File: config.mk
export PLATFORM = sky130hd
export DESIGN_NAME = vlsu_req_arbiter
export DESIGN_NICKNAME = d
export VERILOG_FILES = /design/src/rtl/vlsu_req_arbiter.sv
export SDC_FILE = /design/constraint.sdc
export NUM_CORES = 1
export LEC_CHECK = 0
export CAP_MARGIN = 20
export CORE_AREA = 2 2 155 157
export CTS_CLUSTER_SIZE = 25
export DETAILED_ROUTE_END_ITERATION = 16
export DIE_AREA = 0 0 157 159
export PLACE_DENSITY = 0.65
export SKIP_LAST_GASP = 1
export SYNTH_ARGS = -nofsm -noshare
export SYNTH_HDL_FRONTEND = slang
export SYNTH_SLANG_ARGS = --single-unit
File: constraint.sdc
create_clock -name clk_i -period 3.8 [get_ports clk_i]
set_input_delay 0.38 -clock clk_i [delete_from_list [all_inputs] [get_ports clk_i]]
set_output_delay 0.38 -clock clk_i [all_outputs]
set_load 0.01 [all_outputs]
File: src/rtl/vlsu_req_arbiter.sv
// Shares the fragmenter request port between the load and store queues, one direction at a time.
// Latency: grant to frag_req_valid_o is 1 cycle; backpressure: a held output slot or MaxOutstanding in flight drops both readies.
module vlsu_req_arbiter #(
    parameter int unsigned ReqWidth       = 128,
    parameter int unsigned MaxOutstanding = 4,
    parameter int unsigned BurstMax       = 8,
    parameter int unsigned CntWidth       = $clog2(MaxOutstanding + 1)
) (
    input  logic                clk_i,
    input  logic                rst_i,
    input  logic                ld_req_valid_i,
    output logic                ld_req_ready_o,
    input  logic [ReqWidth-1:0] ld_req_i,
    input  logic                st_req_valid_i,
    output logic                st_req_ready_o,
    input  logic [ReqWidth-1:0] st_req_i,
    output logic                frag_req_valid_o,
    input  logic                frag_req_ready_i,
    output logic [ReqWidth-1:0] frag_req_o,
    output logic                frag_req_is_load_o,
    input  logic                ld_done_i,
    input  logic                st_done_i,
    output logic [CntWidth-1:0] outstanding_o,
    output logic                busy_o
);

    localparam int unsigned BurstWidth = $clog2(BurstMax + 1);

    typedef enum logic [1:0] {
        S_LD,
        S_DRAIN_ST,
        S_ST,
        S_DRAIN_LD
    } state_e;

    state_e                state_q, state_d;
    logic [CntWidth-1:0]   cnt_q, cnt_d;
    logic [BurstWidth-1:0] burst_q, burst_d;

    logic slot_free;
    logic cnt_full;
    logic burst_hit;
    logic switch_ld;
    logic switch_st;
    logic ld_grant;
    logic st_grant;
    logic grant;
    logic dec;
    logic ld_dir;
    logic opp_vld;
    logic enter_issue;

    assign slot_free = !frag_req_valid_o || frag_req_ready_i;
    assign cnt_full  = (cnt_q == CntWidth'(MaxOutstanding));
    assign burst_hit = (burst_q == BurstWidth'(BurstMax));

    // Yield to the other side when our side is idle or has used up its burst.
    assign switch_ld = st_req_valid_i && (!ld_req_valid_i || burst_hit);
    assign switch_st = ld_req_valid_i && (!st_req_valid_i || burst_hit);

    assign ld_req_ready_o = !rst_i && (state_q == S_LD) && slot_free && !cnt_full && !switch_ld;
    assign st_req_ready_o = !rst_i && (state_q == S_ST) && slot_free && !cnt_full && !switch_st;

    assign ld_grant = ld_req_valid_i && ld_req_ready_o;
    assign st_grant = st_req_valid_i && st_req_ready_o;
    assign grant    = ld_grant || st_grant;
    assign dec      = (ld_done_i || st_done_i) && (cnt_q != '0);

    // Direction of whatever is currently in flight (drain states still hold the old direction).
    assign ld_dir  = (state_q == S_LD) || (state_q == S_DRAIN_ST);
    assign opp_vld = ld_dir ? st_req_valid_i : ld_req_valid_i;

    always_comb begin
        state_d = state_q;
        unique case (state_q)
            S_LD:       if (switch_ld)     state_d = S_DRAIN_ST;
            S_DRAIN_ST: if (cnt_q == '0)   state_d = S_ST;
            S_ST:       if (switch_st)     state_d = S_DRAIN_LD;
            S_DRAIN_LD: if (cnt_q == '0)   state_d = S_LD;
            default:                       state_d = S_LD;
        endcase
    end

    assign enter_issue = (state_d != state_q) && ((state_d == S_LD) || (state_d == S_ST));

    always_comb begin
        cnt_d = cnt_q;
        if (grant && !dec) begin
            cnt_d = cnt_q + CntWidth'(1);
        end else if (!grant && dec) begin
            cnt_d = cnt_q - CntWidth'(1);
        end
    end

    always_comb begin
        burst_d = burst_q;
        if (enter_issue || !opp_vld) begin
            burst_d = '0;
        end else if (grant && !burst_hit) begin
            burst_d = burst_q + BurstWidth'(1);
        end
    end

    always_ff @(posedge clk_i) begin
        if (rst_i) begin
            state_q            <= S_LD;
            cnt_q              <= '0;
            burst_q            <= '0;
            frag_req_valid_o   <= 1'b0;
            frag_req_o         <= '0;
            frag_req_is_load_o <= 1'b1;
        end else begin
            state_q <= state_d;
            cnt_q   <= cnt_d;
            burst_q <= burst_d;
            if (grant) begin
                frag_req_valid_o   <= 1'b1;
                frag_req_o         <= ld_grant ? ld_req_i : st_req_i;
                frag_req_is_load_o <= ld_grant;
            end else if (frag_req_ready_i) begin
                frag_req_valid_o   <= 1'b0;
            end
        end
    end

    assign outstanding_o = cnt_q;
    assign busy_o        = (cnt_q != '0);

    a_done_underflow: assert property (@(posedge clk_i) disable iff (rst_i)
        (ld_done_i || st_done_i) |-> (cnt_q != '0));
    a_ld_done_dir: assert property (@(posedge clk_i) disable iff (rst_i)
        ld_done_i |-> ld_dir);
    a_st_done_dir: assert property (@(posedge clk_i) disable iff (rst_i)
        st_done_i |-> !ld_dir);

endmodule

==> summary.txt <==
Timing
  • Setup tns final: 0 ns
  • Final hold viol count: 0
  • Slew Limit Fails: 0
  • Ratio of final minimum period to clock period: 0.6991
  • Setup violators final: 0
  • RSZ-0062 raised after global routing: false
  • WHS: 0.5037 ns
  • Fmax: 0.3764 GHz
  • Clock Skew: around 0.015 ns
  • Actual slew at the worst max-slew pin: 0.9586 ns
  • Worst setup margin: 1.144 ns
  • Max-Slew Margin vs Limit: 0.3610
  • Min Tclk post-route: 2.656 ns

Final layout
  • Synth-to-layout area growth: 68.11%
  • Final net count: ~1,400
  • Post-Route Utilization: 0.4971
  • Share of cells above drive strength 1: 0.04393
  • Layout Cells excl Fill: between 1,000 and 1,500
  • Final Cell Area: 0.01153 mm2

Logic synthesis
  • Synth top area cells: dfxtp_1, a311oi_1, a21oi_1, nand3_1, o21ai_0
  • Top_reg_cell synth: dfxtp_1
  • Area share of the largest cell type after synthesis: 0.4058
  • Unique masters post-synth: 39
  • Asr flop ratio synth: 0
  • Post-Syn Area: between 0.006 and 0.007 mm2
  • Post-synth EDFFs: 0
  • FF+latch count, synth: roughly 140
  • Avg Synthesized Cell Area: around 8.2 um2
  • Seq/Total Area, Yosys: 0.4058
  • Yosys warns: 0
  • Post-Synthesis Cells: approximately 830
  • Cell accounting for the most synthesized area: dfxtp_1
  • Syn_nets: between 1,000 and 1,500

Clock network
  • Total CTS buffers: 17
  • Post_cts resized: 0
  • Clock transition at path regs: approximately 0.06 ns
  • Worst-Skew Late Latency: between 0.4 and 0.5 ns
  • Clk buf depth: 2
  • Post-CTS Setup Inserts: 0
  • Sinks on Clock Net: around 140
  • CTS tree: done
  • Root buf cell: clkbuf_16
  • Hold-fix buffers, CTS: 0
  • H-tree depth: 4

Floorplan
  • Die area: 0.02496 mm2
  • Row cnt: 56
  • Core area: about 0.023 mm2
  • Die height: ~160 um
  • Die Wd: approximately 160 um
  • # IOs: 399
  • Initial Utilization: 0.2957

GRT
  • GRT overflow: 0
  • Tot GR Track Use: 0.2181
  • First-pass GRT wire length: 43.68 mm
  • Largest net degree at the start of global routing: approximately 140
  • Vias in the first global route: around 7,700
  • Initial antenna violation count: 3

Place
  • PortBufs: slightly below 400
  • Pre-CTS setup slack: about 0.96 ns
  • GPL Wtd Cong: 0.7560
  • Post-DP HPWL: roughly 18 mm
  • Placed Instances: ~1,400
  • Placed Area: between 0.01 and 0.015 mm2

Route
  • Remaining DRCs: 0
  • Via count: 8,174
  • DRT iter0 DRCs: 799
  • Routed WL: between 20 and 30 mm
  • ANT nets after route: 0
  • Vias per cell: between 5 and 6
  • TritonRoute pass-1 iters: 5
  • DR WL/cell: about 19 um

Hold path
  • Hold Crit Class: reg2reg
  • Worst hold stages: 1
  • Hold path start: frag_req_is_load_o
  • Hold worst-path end: frag_req_is_load_o

Critical path
  • Critical Path AT: ~2.3 ns
  • CP Class: reg2out
  • R2R Path Start: burst_q[0]
  • Critical Path End Type: primary output
  • R2r endpoint: outstanding_o[2]
  • Crit-path max FO: 27
  • Worst reg2reg setup slack: between 1 and 1.5 ns
  • CP Launch Type: register
  • R2r worst-path depth: 11
  • Worst EP required: between 3 and 4 ns

Flow run
  • Max_cap viols: 0

Outcome
  • Status: finished, final reports clean

Pwr
  • Worst vdd ir: 0.0002399 V
  • Design Power: 6.156 mW
  • Leak Pwr: between 3 and 4 nW
  • PwrDens: ~530 mW/mm2
-- synth_stat cells, drive strengths merged (3+ instances only) --
library cell,n
mux2i,4
buf,69
nor3,3
nand3,131
a21oi,131
nor2,7
o21ai,130
or3,3
inv,4
ha,3
a311oi,128
dfxtp,139
clkbuf,47
nand2,6
-- logic make-up after synthesis --
| logic type | share of synthesized area |
|---|---|
| AO/OA/AOI/OAI | 0.3645 |
| AND/OR/NAND/NOR | 0.1301 |
| flip-flops | 0.4058 |
| buffers and inverters | 0.08155 |
| multiplexers | 0.005839 |
| adder cells (fa/ha/maj) | 0.008393 |
| XOR/XNOR | 0.003832 |
-- report_power, final --
| group | switching (mW) | internal (mW) | leakage (nW) |
|---|---|---|---|
| Sequential | 0.174 | 1.75 | 1.14 |
| Clock | 0.697 | 1.06 | 0.284 |
| Combinational | 1.31 | 1.17 | 2.27 |
| Total | 2.19 | 3.97 | 3.69 |
-- per-layer routing --
metal / track usage / vias up / share of wire
met5: 0 / - / 0
met4: 0.06881 / 0 / 0.019
met3: 0.07676 / 32 / 0.094
met2: 0.3501 / 378 / 0.48
met1: 0.2731 / 3891 / 0.41
li1: - / 3873 / -
-- placed cells by master (no fill, tap or decap), types with 6 or more instances in the layout --
cell and n:
clkdlybuf4s50_1 397, dfxtp_1 139, a21oi_1 131, nand2_1 6, nor2_1 6, buf_12 9, nand3_1 131, o21ai_0 111
a311oi_1 128, clkbuf_16 17, o21ai_1 19
-- registers in the layout, indices dropped and copies added, names as in the netlist --
| register | flops |
|---|---|
| frag_req_is_load_o | 1 |
| frag_req_o | 128 |
| frag_req_valid_o | 1 |
| burst_q | 4 |
| state_q | 2 |
| outstanding_o | 3 |
-- critical path, stage by stage, from the launching register on --
cell	delay [ns]
dfxtp_1	0.48
nor3b_2	0.11
nor4_4	0.16
buf_4	0.37
nand2_1	0.09
nor2_1	0.10
clkdlybuf4s50_1	0.54
-- layout make-up --
class	instances	area, um2
Tap cell	319	399.1
Multi-Input combinational cell	575	3528
Fill cell	2261	11660
Clock inverter	12	160.2
Timing Repair Buffer	411	4189
Clock buffer	20	446.7
Sequential cell	139	2783
Inverter	4	15.01
Antenna cell	3	7.507
-- how the worst max path moves through the flow --
stage                           startpoint               end  slack [ns]  cells past startpoint
after CTS                 outstanding_o[0]    st_req_ready_o        1.11                      6
final                     outstanding_o[0]    st_req_ready_o        1.14                      6
after global placement      ld_req_valid_i  outstanding_o[2]        1.00                     10
after floorplan                 burst_q[0]  outstanding_o[2]        0.99                     12
after detailed placement    ld_req_valid_i  outstanding_o[2]        0.96                     10
after global routing            burst_q[0]  outstanding_o[2]        0.99                     11
Power figures use the tool's default switching activity.
